==> config.mk <==
export PLATFORM = sky130hd
export DESIGN_NAME = stepper_axis_ctrl
export DESIGN_NICKNAME = d
export VERILOG_FILES = /design/src/rtl/stepper_axis_ctrl.sv
export SDC_FILE = /design/constraint.sdc
export NUM_CORES = 1
export LEC_CHECK = 0
export CAP_MARGIN = 20
export CORE_MARGIN = 2
export CORE_UTILIZATION = 25
export CTS_BUF_LIST = sky130_fd_sc_hd__clkbuf_8
export DETAILED_ROUTE_END_ITERATION = 8
export GPL_ROUTABILITY_DRIVEN = 0
export HOLD_SLACK_MARGIN = 0.05
export PLACE_DENSITY_LB_ADDON = 0.2
export RECOVER_POWER = 50
export SYNTH_ARGS = -nofsm -noshare
export SYNTH_HDL_FRONTEND = slang
export SYNTH_SLANG_ARGS = --single-unit
==> constraint.sdc <==
create_clock -name clk -period 5.4 [get_ports clk]
set_clock_uncertainty 0.05 [all_clocks]
set_input_delay 1.08 -clock clk [delete_from_list [all_inputs] [get_ports clk]]
set_output_delay 1.08 -clock clk [all_outputs]
set_load 0.02 [all_outputs]
==> src/rtl/stepper_axis_ctrl.sv <==
// Purpose: single-axis stepper pulse generator behind a 4-register Avalon-MM slave.
// Latency: readdata is registered (1 cycle); first step rises DIR_SETUP cycles after a start is accepted.
// Backpressure: none; writes are always accepted, and move-related writes are dropped while busy.
//
// Ports:
//   clk, reset_n               - system clock, asynchronous active-low reset
//   address, write, writedata  - register write port (0 POSITION, 1 TARGET, 2 CTRL/STATUS, 3 PERIOD)
//   readdata                   - registered, zero-extended read of the addressed register
//   endstop                    - min-limit switch (asynchronous, synchronized internally)
//   step, dir                  - driver outputs; dir = 1 moves toward larger positions
//   position                   - current position counter
//   busy                       - high while a move is in progress
module stepper_axis_ctrl #(
  parameter int POS_W     = 12,
  parameter int PULSE_W   = 50,
  parameter int DIR_SETUP = 10
) (
  input  logic             clk,
  input  logic             reset_n,
  input  logic [1:0]       address,
  input  logic             write,
  input  logic [31:0]      writedata,
  output logic [31:0]      readdata,
  input  logic             endstop,
  output logic             step,
  output logic             dir,
  output logic [POS_W-1:0] position,
  output logic             busy
);

  typedef enum logic [1:0] {IDLE, SETUP, HIGH, LOW} state_t;

  localparam logic [31:0] PW         = 32'(PULSE_W);
  localparam logic [31:0] SETUP_LAST = 32'(DIR_SETUP - 1);
  localparam logic [31:0] HIGH_LAST  = 32'(PULSE_W - 1);
  localparam logic [15:0] PERIOD_RST = 16'd1000;

  state_t           state, state_nxt;
  logic [31:0]      cnt;
  logic [POS_W-1:0] target;
  logic [15:0]      period;
  logic             done, endstop_hit;
  logic             es_meta, es_sync;
  logic             es_pend, abort_pend;

  // register write decode
  logic wr_pos, wr_tgt, wr_ctrl, wr_per;
  logic start, abort, clear;
  assign wr_pos  = write && (address == 2'd0);
  assign wr_tgt  = write && (address == 2'd1);
  assign wr_ctrl = write && (address == 2'd2);
  assign wr_per  = write && (address == 2'd3);
  assign start   = wr_ctrl && writedata[0];
  assign abort   = wr_ctrl && writedata[1];
  assign clear   = wr_ctrl && writedata[2];

  logic unused_wdata;
  assign unused_wdata = ^writedata;

  // Effective period is clamped so LOW always lasts at least one cycle.
  logic [31:0] period_ext, eff_period, low_last;
  assign period_ext = {16'd0, period};
  assign eff_period = (period_ext > PW) ? period_ext : (PW + 32'd1);
  assign low_last   = eff_period - PW - 32'd1;

  // The endstop only matters while moving toward it.
  logic es_stop;
  assign es_stop = es_sync && !dir;

  logic pos_zero, set_done, clr_done, set_hit, dir_load, dir_val;
  logic es_pend_set, abort_pend_set, pos_step;

  always_ff @(posedge clk or negedge reset_n) begin
    if (!reset_n) begin
      state <= IDLE;
      cnt   <= '0;
      step  <= 1'b0;
    end else begin
      state <= state_nxt;
      cnt   <= ((state_nxt != state) || (state == IDLE)) ? '0 : cnt + 32'd1;
      step  <= (state_nxt == HIGH);
    end
  end

  always_comb begin
    state_nxt      = state;
    pos_zero       = 1'b0;
    set_done       = 1'b0;
    clr_done       = 1'b0;
    set_hit        = 1'b0;
    dir_load       = 1'b0;
    dir_val        = dir;
    es_pend_set    = 1'b0;
    abort_pend_set = 1'b0;
    case (state)
      IDLE: begin
        if (start) begin
          if (target == position) begin
            set_done = 1'b1;
          end else if (es_sync && (target < position)) begin
            // already sitting on the endstop and asked to go further down
            set_hit  = 1'b1;
            pos_zero = 1'b1;
          end else begin
            dir_load  = 1'b1;
            dir_val   = (target > position);
            clr_done  = 1'b1;
            state_nxt = SETUP;
          end
        end
      end
      SETUP: begin
        if (es_stop) begin
          set_hit   = 1'b1;
          pos_zero  = 1'b1;
          state_nxt = IDLE;
        end else if (abort) begin
          state_nxt = IDLE;
        end else if (cnt == SETUP_LAST) begin
          state_nxt = HIGH;
        end
      end
      HIGH: begin
        // stop requests during the pulse are held until it completes
        if (cnt == HIGH_LAST) begin
          if (es_stop || es_pend) begin
            set_hit   = 1'b1;
            pos_zero  = 1'b1;
            state_nxt = IDLE;
          end else if (abort || abort_pend) begin
            state_nxt = IDLE;
          end else begin
            state_nxt = LOW;
          end
        end else begin
          es_pend_set    = es_stop;
          abort_pend_set = abort;
        end
      end
      LOW: begin
        if (es_stop) begin
          set_hit   = 1'b1;
          pos_zero  = 1'b1;
          state_nxt = IDLE;
        end else if (abort) begin
          state_nxt = IDLE;
        end else if (cnt == low_last) begin
          if (position == target) begin
            set_done  = 1'b1;
            state_nxt = IDLE;
          end else begin
            state_nxt = HIGH;
          end
        end
      end
      default: state_nxt = IDLE;
    endcase
  end

  // position moves on every HIGH entry, in the direction latched at start
  assign pos_step = (state_nxt == HIGH) && (state != HIGH);

  always_ff @(posedge clk or negedge reset_n) begin
    if (!reset_n) begin
      es_meta     <= 1'b0;
      es_sync     <= 1'b0;
      position    <= '0;
      target      <= '0;
      period      <= PERIOD_RST;
      dir         <= 1'b0;
      done        <= 1'b0;
      endstop_hit <= 1'b0;
      es_pend     <= 1'b0;
      abort_pend  <= 1'b0;
      readdata    <= '0;
    end else begin
      es_meta <= endstop;
      es_sync <= es_meta;

      if (pos_zero) begin
        position <= '0;
      end else if (pos_step) begin
        position <= dir ? position + 1'b1 : position - 1'b1;
      end else if (wr_pos && (state == IDLE)) begin
        position <= writedata[POS_W-1:0];
      end

      if (wr_tgt && (state == IDLE)) target <= writedata[POS_W-1:0];
      if (wr_per) period <= writedata[15:0];
      if (dir_load) dir <= dir_val;

      // clear is applied before whatever the same write's start does
      if (clear)    done <= 1'b0;
      if (set_done) done <= 1'b1;
      if (clr_done) done <= 1'b0;
      if (clear)    endstop_hit <= 1'b0;
      if (set_hit)  endstop_hit <= 1'b1;

      if (state_nxt != HIGH) begin
        es_pend    <= 1'b0;
        abort_pend <= 1'b0;
      end else begin
        if (es_pend_set)    es_pend    <= 1'b1;
        if (abort_pend_set) abort_pend <= 1'b1;
      end

      case (address)
        2'd0: readdata <= 32'(position);
        2'd1: readdata <= 32'(target);
        2'd2: readdata <= {28'd0, es_sync, done, endstop_hit, busy};
        2'd3: readdata <= {16'd0, period};
      endcase
    end
  end

  assign busy = (state != IDLE);

endmodule

Yosys cells after proc, flatten, opt, wreduce, memory -nomap -nowiden
Index checks and enable logic that the tools add are counted.
Word-level totals
  flip-flop bits (word level): 114
  input bits: 38
  output and inout bits: 47
  word-level logic and storage cells: 116
Cells by class
  add/subtract/negate cells: 5
  order comparisons: 3
  equal/unequal tests: 15
  mux-type cells: 51
  bitwise operators: 2
  reductions and logical operators: 26
Operator list (number)
  32-bit one-hot mux with 4 select lines: 1
  12-bit 2-to-1 mux: 4
  32-bit by 1-bit adder with 32-bit output (second input constant): 1
  32-bit equality test: 1
  32-bit by 4-bit equality test with 1-bit output (second input constant): 1
  32-bit by 6-bit equality test with 1-bit output (second input constant): 1
  32-bit 2-to-1 mux: 1
  1-bit 2-to-1 mux: 28
  2-bit 2-to-1 mux: 13
  12-bit equality test: 2
  17-bit by 2-bit subtractor with 18-bit output (second input constant): 1
  16-bit by 6-bit subtractor with 17-bit output (second input constant): 1
  16-bit by 6-bit > comparator with 1-bit output (second input constant): 1
  16-bit 2-to-1 mux: 1
  12-bit by 1-bit adder with 12-bit output (second input constant): 1
  12-bit > comparator: 1
  1-bit logical AND: 12
  12-bit less-than comparator: 1
  12-bit by 1-bit subtractor with 12-bit output (second input constant): 1
  2-bit equality test (second input constant): 5
  2-bit one-hot mux with 4 select lines: 1
  2-bit nonzero test: 4
  3-bit nonzero test: 2
  5-bit AND reduction: 1
  other kinds (10): 16

Logic depth before layout (Yosys ltp)
Gate-level depths: netlist (run 1).
  word-level depth: 13
  gate-level depth with buffers: 21
  gate-level depth less buffers: 17

Worst setup path before layout (run 1)
OpenSTA, ideal clock, no wires.
  path kind: flip-flop to flip-flop
  from: register period[10]
  to: register position[6]
  library setup time: 96 ps
  arrival time: 4595 ps
  required time: 5254 ps
  path slack: 660 ps
  stages on the path, launching flop included: 21
  buffers on the path: 3
  clock period less this slack: 4740 ps
  cell sequence: dfrtp_1 -> buf_6 -> nor3_4 -> and3_1 -> buf_4 -> a21o_1 -> inv_1 -> ha_1 -> and2b_1 -> o211ai_1 -> mux2i_1 -> nand3_1 -> nor4_2 -> xnor2_1 -> nand3_1 -> nor4_2 -> nand3_1 -> and3_1 -> clkbuf_2 -> or4_1 -> o31ai_1
Between the ends
  word-level cells in the longest chain between the ends: 13
  elaborated cells between the ends (all ways): 14
  those cells by class: add/sub (2); order compare (1); eq/ne (2); mux (7); reduce/logical (2)
Ends and longest elaborated chain
  from (decl): RTL line 41  | logic [15:0] period;
  from (signal assigned): RTL line 189  | if (wr_per) period <= writedata[15:0];
  16-bit by 6-bit > comparator with 1-bit output: RTL line 63  | assign eff_period = (period_ext > PW) ? period_ext : (PW + 32'd1);
  16-bit 2-to-1 mux (*): RTL line 63
  16-bit by 6-bit subtractor with 17-bit output (*): RTL line 64  | assign low_last = eff_period - PW - 32'd1;
  17-bit by 2-bit subtractor with 18-bit output (*): RTL line 64
  32-bit equality test (*): RTL line 147  | end else if (cnt == low_last) begin
  2-bit 2-to-1 mux (*): RTL line 147
  2-bit 2-to-1 mux (*): RTL line 145  | end else if (abort) begin
  2-bit 2-to-1 mux (*): RTL line 141  | if (es_stop) begin
  2-bit one-hot mux with 4 select lines (*): RTL line 95  | case (state)
  2-bit equality test (*): RTL line 161  | assign pos_step = (state_nxt == HIGH) && (state != HIGH);
  1-bit logical AND (*): RTL line 161
  12-bit 2-to-1 mux: RTL line 182  | end else if (pos_step) begin
  12-bit 2-to-1 mux: RTL line 180  | if (pos_zero) begin
  to (signal assigned): RTL line 183  | position <= dir ? position + 1'b1 : position - 1'b1;
  to (signal assigned): RTL line 185  | position <= writedata[POS_W-1:0];
  to (decl): RTL line 27  | output logic [POS_W-1:0] position,
Mark *: on every way between the ends. The rest lies on a longest branch, timed or not.
A chain may end at the register's enable or synchronous reset.

Worst setup path after layout (run 1)
  from: register period[15]
  to: register position[10]
The elaborated chain is that of the path after synthesis.

==> metrics.yaml, run 1 <==
tns_ns: 0
overflow: 0
max_freq_mhz: 198
setup_violations: 0
cp-start-kind: "flip-flop"
wire_per_inst_um: 16.0
rsz0062_at_grt: "no"
power.total_uw: 3280
route.detailed.drc: 0
ctsHoldBuffers: 0
violations: "max-capacitance violations, max-slew violations"
hold_viol_final: 0
p_int_uw: 1840
utilization: 0.292
status: "finished, violations left"
swShare: 0.439
antenna_found_initial: 0
cts_made_buffers: 9
area_growth_pct: 16.0
fin_crit_ns: 5.04
viasPerCell: 4.75
clock_sinks: 98
drt_pass1_iterations: 4
synth_area_per_cell_sq_um: 9.39
fin_crit_sh: 0.933
grt_pass1_wl_um: 30300
seq_power_share: 0.336
grt_use_met2: 0.202
layout_common_cells: "92 x dfrtp_1, 69 x nor2_1, 49 x clkdlybuf4s50_1"
r2r_slack_ns: 0.36
drive_gt1_frac: 0.125
synth_flop_cell: "dfrtp_1"
busiest_layer: "met2"
fp.dieH_um: 171
core_area_sq_um: 27600
r2r-end: "position[10]"
max-slew-margin-rel: -1.12
synth-seq-cells: 98
ys_warn_count: 0
numPortBuffers: 52
antenna_left: 0
cts_max_level: 3
fp.dieW_um: 171
grt_usage: 0.133
syn_inst: 740
row_count: 61
start_util: 0.252
routed_wl_um: 18700
worstPathRequired_ns: 5.66
r2r_cells: 17
p_switching_uw: 1440
hold_path_depth: 0
cap_violations: 1
share_comb_of_total_power: 0.509
peakVddDrop_v: 0.000137
min_to: "es_sync"
die_area_sq_um: 29100
ys_seq_area_frac: 0.354
cts.clk_slew.worst_paths_ns: 0.14
power.leakage_uw: 0.00331
n_antenna_cell: 0
clkLatencyLatePin_ns: 0.42
post-dp-hpwl_um: 14200
cts_max_path_buffers: 2
power.density_nw_per_um2: 407
cts-root-buf: "clkbuf_8"
hp-class: "reg2reg"
tightest_slew_ns: 3.19
grtUsageMet3: 0.0139
cp_max_fo: 8
worstPathArrival_ns: 5.29
via_count: 5539
grt_util_met1: 0.197
regToRegStartpoint: "period[15]"
async_flop_share: 1.00
hold_start: "es_meta"
grt_start_max_net_pins: 56
synth.distinct_cells: 73
synth_edf_count: 0
syn_area_sq_um: 6950
endpoint_kind: "flip-flop"
grt_pass1_vias: 5298
drt_iter0_markers: 354
cts_tree: "yes"
final_nets: 854
p_clk_frac: 0.154
mostFrequentLayoutCell: "dfrtp_1"
path_class: "reg2reg"
io_pins: 85
slew_violations: 56
-- flip-flops by register name, summed over array words and instances (netlist names), 2 cells and up --
name	cells
cnt	32
period	16
position	12
readdata	16
state	2
target	12
-- power groups by stage --
stage          sequential [uW]  combinational, uW  clock [uW]
6_report                  1100               1670         506
5_1_grt                   1140               1890         550
4_1_cts                   1110               1690         528
3_5_place_dp              1120               1680           0
3_3_place_gp              1120               1670           0
2_1_floorplan             1120               1150           0
-- worst max-delay path, stage by stage, from the launching register on --
cell	delay, ns
dfrtp_1	0.47
nor4_2	0.33
and3_1	0.27
a21o_1	0.19
inv_1	0.06
ha_1	0.29
and2b_1	0.29
nor2_1	0.23
a211o_1	0.25
nand3_4	0.14
or4_1	0.52
o21a_1	0.12
o211a_1	0.25
nor4_1	0.27
nand3b_1	0.27
or4_4	0.63
a21oi_1	0.24
a211oi_2	0.06
-- area by class of cell --
class                      count  area (sq um)
clock inverter                 7          68.8
multi-input combinational    569          4130
timing repair buffer          73           678
tap                          378           473
fill                        2922         19500
inverter                      33           124
sequential                    98          2460
clock buffer                   9           124
-- timing repair --
item | 4_1_cts | 5_1_grt
setup buffers | 0 | 1
resized for setup | 0 | 3
setup endpoints to repair | 0 | 12
-- worst max-delay path by stage --
| stage | to | from | slack [ns] | depth (start not counted) |
|---|---|---|---|---|
| after global placement | position[2] | period[15] | 0.24 | 16 |
| after global routing | position[10] | period[15] | 0.02 | 17 |
| final | position[10] | period[15] | 0.36 | 17 |
| after CTS | position[2] | period[13] | 0.22 | 16 |
| after floorplan | position[6] | period[10] | 0.66 | 20 |
| after detailed placement | position[0] | period[15] | 0.24 | 16 |
-- synthesized netlist by cell type (15+ instances only) --
master,count,share of area
dfrtp_1,92,0.33
nor2_1,69,0.037
nand2_1,46,0.025
inv_1,33,0.018
xnor2_1,33,0.042
a21oi_1,31,0.022
ha_1,31,0.056
xor2_1,31,0.039
mux2_2,29,0.047
nand3_1,28,0.020
mux2i_1,26,0.037
clkbuf_1,22,0.012
and3_1,19,0.017
buf_4,19,0.021
o21ai_0,18,0.013
nand4_1,16,0.014
nor4_1,16,0.014
nor3_1,15,0.011
-- cell families after synthesis --
| kind of cell | share of synthesized area |
|---|---|
| buffers and inverters | 0.0627 |
| AOI/OAI and AO/OA | 0.133 |
| xor gates and xnor gates | 0.0807 |
| DFF | 0.354 |
| adders and majority gates | 0.0587 |
| other | 0.000540 |
| muxes | 0.0974 |
| and+or+nand+nor | 0.213 |
-- stage by stage --
stage / hold slack, ns / worst slack, ns / area (sq um) / instances
finish: 0.311 / 0.361 / 8060 / 1167
global route: 0.329 / 0.0172 / 8060 / 1167
CTS: 0.314 / 0.216 / 8040 / 1166
detailed placement: 0.289 / 0.243 / 7850 / 1150
global placement: 0.282 / 0.243 / 7850 / 1150
floorplan: 0.281 / 0.660 / 7000 / 755
-- metal layers --
layer / vias up / wire length, um
li1: 2725 / -
met1: 2699 / 9660
met2: 99 / 8190
met3: 16 / 529
met4: 0 / 277
met5: - / 0
No activity file was read; power rests on OpenSTA's default activity.
==> run 2: changes to the inputs <==
--- a/config.mk
+++ b/config.mk
@@ -5,13 +5,14 @@
 export SDC_FILE = /design/constraint.sdc
 export NUM_CORES = 1
 export LEC_CHECK = 0
-export CAP_MARGIN = 20
 export CORE_MARGIN = 2
 export CORE_UTILIZATION = 25
 export CTS_BUF_LIST = sky130_fd_sc_hd__clkbuf_8
+export CTS_CLUSTER_DIAMETER = 120
 export DETAILED_ROUTE_END_ITERATION = 8
 export GPL_ROUTABILITY_DRIVEN = 0
 export HOLD_SLACK_MARGIN = 0.05
+export MAX_ROUTING_LAYER = met4
 export PLACE_DENSITY_LB_ADDON = 0.2
 export RECOVER_POWER = 50
 export SYNTH_ARGS = -nofsm -noshare
==> run 2 against run 1 <==
The run still ends with max-capacitance violations, max-slew violations left. Sequential cell count unchanged. Clock power about the same. Total power about the same. Cell count unchanged. Sequential power about the same. Via count increased by 0.18%. Global-route usage increased by 0.40 points. First-iteration DRC count decreased by 15%. Wire length increased by 0.36%. Cell area unchanged. Critical path depth unchanged. Critical path type unchanged.
==> metrics.yaml, run 2 (synthesis results as in run 1) <==
status: "finished, violations left"
violations: "max-capacitance violations, max-slew violations"
worstPathRequired_ns: 5.64  # -0.02 ns
grt_usage: 0.137  # +0.00400
fin_crit_ns: 5.06  # +0.0170 ns
drive_gt1_frac: 0.125  # unchanged
fp.dieH_um: 171  # unchanged
tightest_slew_ns: 3.18  # -0.00322 ns
place_inst: 1150  # unchanged
grt_start_max_net_pins: 56  # unchanged
worstPathArrival_ns: 5.30  # about the same
numPortBuffers: 52  # unchanged
die_area_sq_um: 29100  # unchanged
wl_met2_um: 8220  # +0.33%
clkLatencyLatePin_ns: 0.41  # about the same
row_count: 61  # unchanged
wire_per_inst_um: 16.0  # +0.36%
route.detailed.drc: 0  # unchanged
cts-root-buf: "clkbuf_8"
hp-class: "reg2reg"
area_growth_pct: 16.0  # unchanged
routed_wl_um: 18700  # +0.36%
reg_top3: "cnt: 32 flops, period: 16 flops, readdata: 16 flops"
layout_common_cells: "92 x dfrtp_1, 69 x nor2_1, 49 x clkdlybuf4s50_1"
cts_max_level: 3  # unchanged
cap_violations: 1  # unchanged
mostFrequentLayoutCell: "dfrtp_1"
antenna_left: 0  # unchanged
post-dp-hpwl_um: 14200  # unchanged
fp.dieW_um: 171  # unchanged
endpoint_kind: "flip-flop"
grt_pass1_vias: 5289  # -0.17%
peakVddDrop_v: 0.000137  # -0.12%
cts_max_path_buffers: 2  # unchanged
slew_violations: 56  # unchanged
cts_tree: "yes"
setup_violations: 0  # unchanged
top_layer_used: "met4"
antenna_found_initial: 0  # unchanged
overflow: 0  # unchanged
cts.clk_slew.worst_paths_ns: 0.13  # about the same
rsz0062_at_grt: "no"
dr_wl_met3_um: 508  # -4.0%
clock_sinks: 98  # unchanged
max-slew-margin-rel: -1.12  # +0.00215
grt_pass1_wl_um: 30300  # about the same
layout.cells.non_filler: 1167  # unchanged
via_count: 5549  # +0.18%
drt_pass1_iterations: 4  # unchanged
viasPerCell: 4.75  # +0.18%
core_area_sq_um: 27600  # unchanged
power.leakage_uw: 0.00331  # unchanged
drt_iter0_markers: 302  # -15%
path_class: "reg2reg"
start_util: 0.252  # unchanged
fin_crit_sh: 0.936  # +0.00315
tns_ns: 0  # unchanged
cts_made_buffers: 9  # unchanged
cp-start-kind: "flip-flop"
wl_met1_um: 9720  # +0.65%
power.total_uw: 3280  # about the same
regMostFlops: "cnt"
ctsHoldBuffers: 0  # unchanged
r2r_slack_ns: 0.34  # -0.02 ns
n_antenna_cell: 0  # unchanged
cp_max_fo: 8  # unchanged
hold_viol_final: 0  # unchanged
largest_reg_flops: 32  # unchanged
power.density_nw_per_um2: 407  # about the same
max_freq_mhz: 198  # -0.34%
final_nets: 854  # unchanged
io_pins: 85  # unchanged
==> run 2: cell counts in the layout (fill, tap and decap cells not counted) <==
No cell type changed its count.
==> run 2: worst max-delay path, stage by stage, from the launching register on <==
cell      delay [ns]
dfrtp_1         0.50
nor4_2          0.29
and3_1          0.27
a21o_1          0.19
inv_1           0.06
ha_1            0.29
and2b_1         0.28
nor2_1          0.23
a211o_1         0.25
nand3_4         0.15
or4_1           0.52
o21a_1          0.12
o211a_1         0.25
nor4_1          0.28
nand3b_1        0.28
or4_4           0.63
a21oi_1         0.24
a211oi_2        0.06
==> run 2: through the flow <==
step	hold slack, ns	utilization	worst slack (ns)	area [sq um]
6_report	0.312	0.292	0.344	8060
4_1_cts	0.314	0.292	0.216	8040
3_3_place_gp	0.282	0.285	0.243	7850
5_1_grt	0.329	0.292	0.0160	8060
3_5_place_dp	0.289	0.285	0.243	7850
2_1_floorplan	0.281	-	0.660	7000
==> run 2: timing repair <==
action                                  CTS  global route
endpoints found under the setup margin    0            12
setup buffers                             0             1
resized for setup                         0             3
==> run 2: cell type report <==
cell class | count | area, sq um
Multi-Input combinational cell | 569 | 4130
Fill cell | 2922 | 19500
Timing Repair Buffer | 73 | 678
Clock buffer | 9 | 124
Tap cell | 378 | 473
Inverter | 33 | 124
Sequential cell | 98 | 2460
Clock inverter | 7 | 68.8
==> run 2: final timing paths <==
kind	start	to	cells past startpoint
max	period[13]	position[10]	17
min	es_meta	es_sync	0
max reg2reg	period[13]	position[10]	17
min reg2reg	es_meta	es_sync	0
max in group asynchronous	reset_n	period[0]	2
min in group asynchronous	reset_n	cnt[17]	1
==> run 2: per-layer routing <==
metal / GRT usage / up-vias
met1: 0.197 / 2702
met3: 0.0139 / 13
met2: 0.203 / 103
met5: - / -
li1: - / 2731
met4: 0.0416 / 0
==> run 2: power breakdown <==
group | leakage (uW) | switching (uW) | internal (uW)
Clock | 0.0000968 | 322 | 181
Combinational | 0.00195 | 908 | 765
Sequential | 0.00126 | 207 | 897
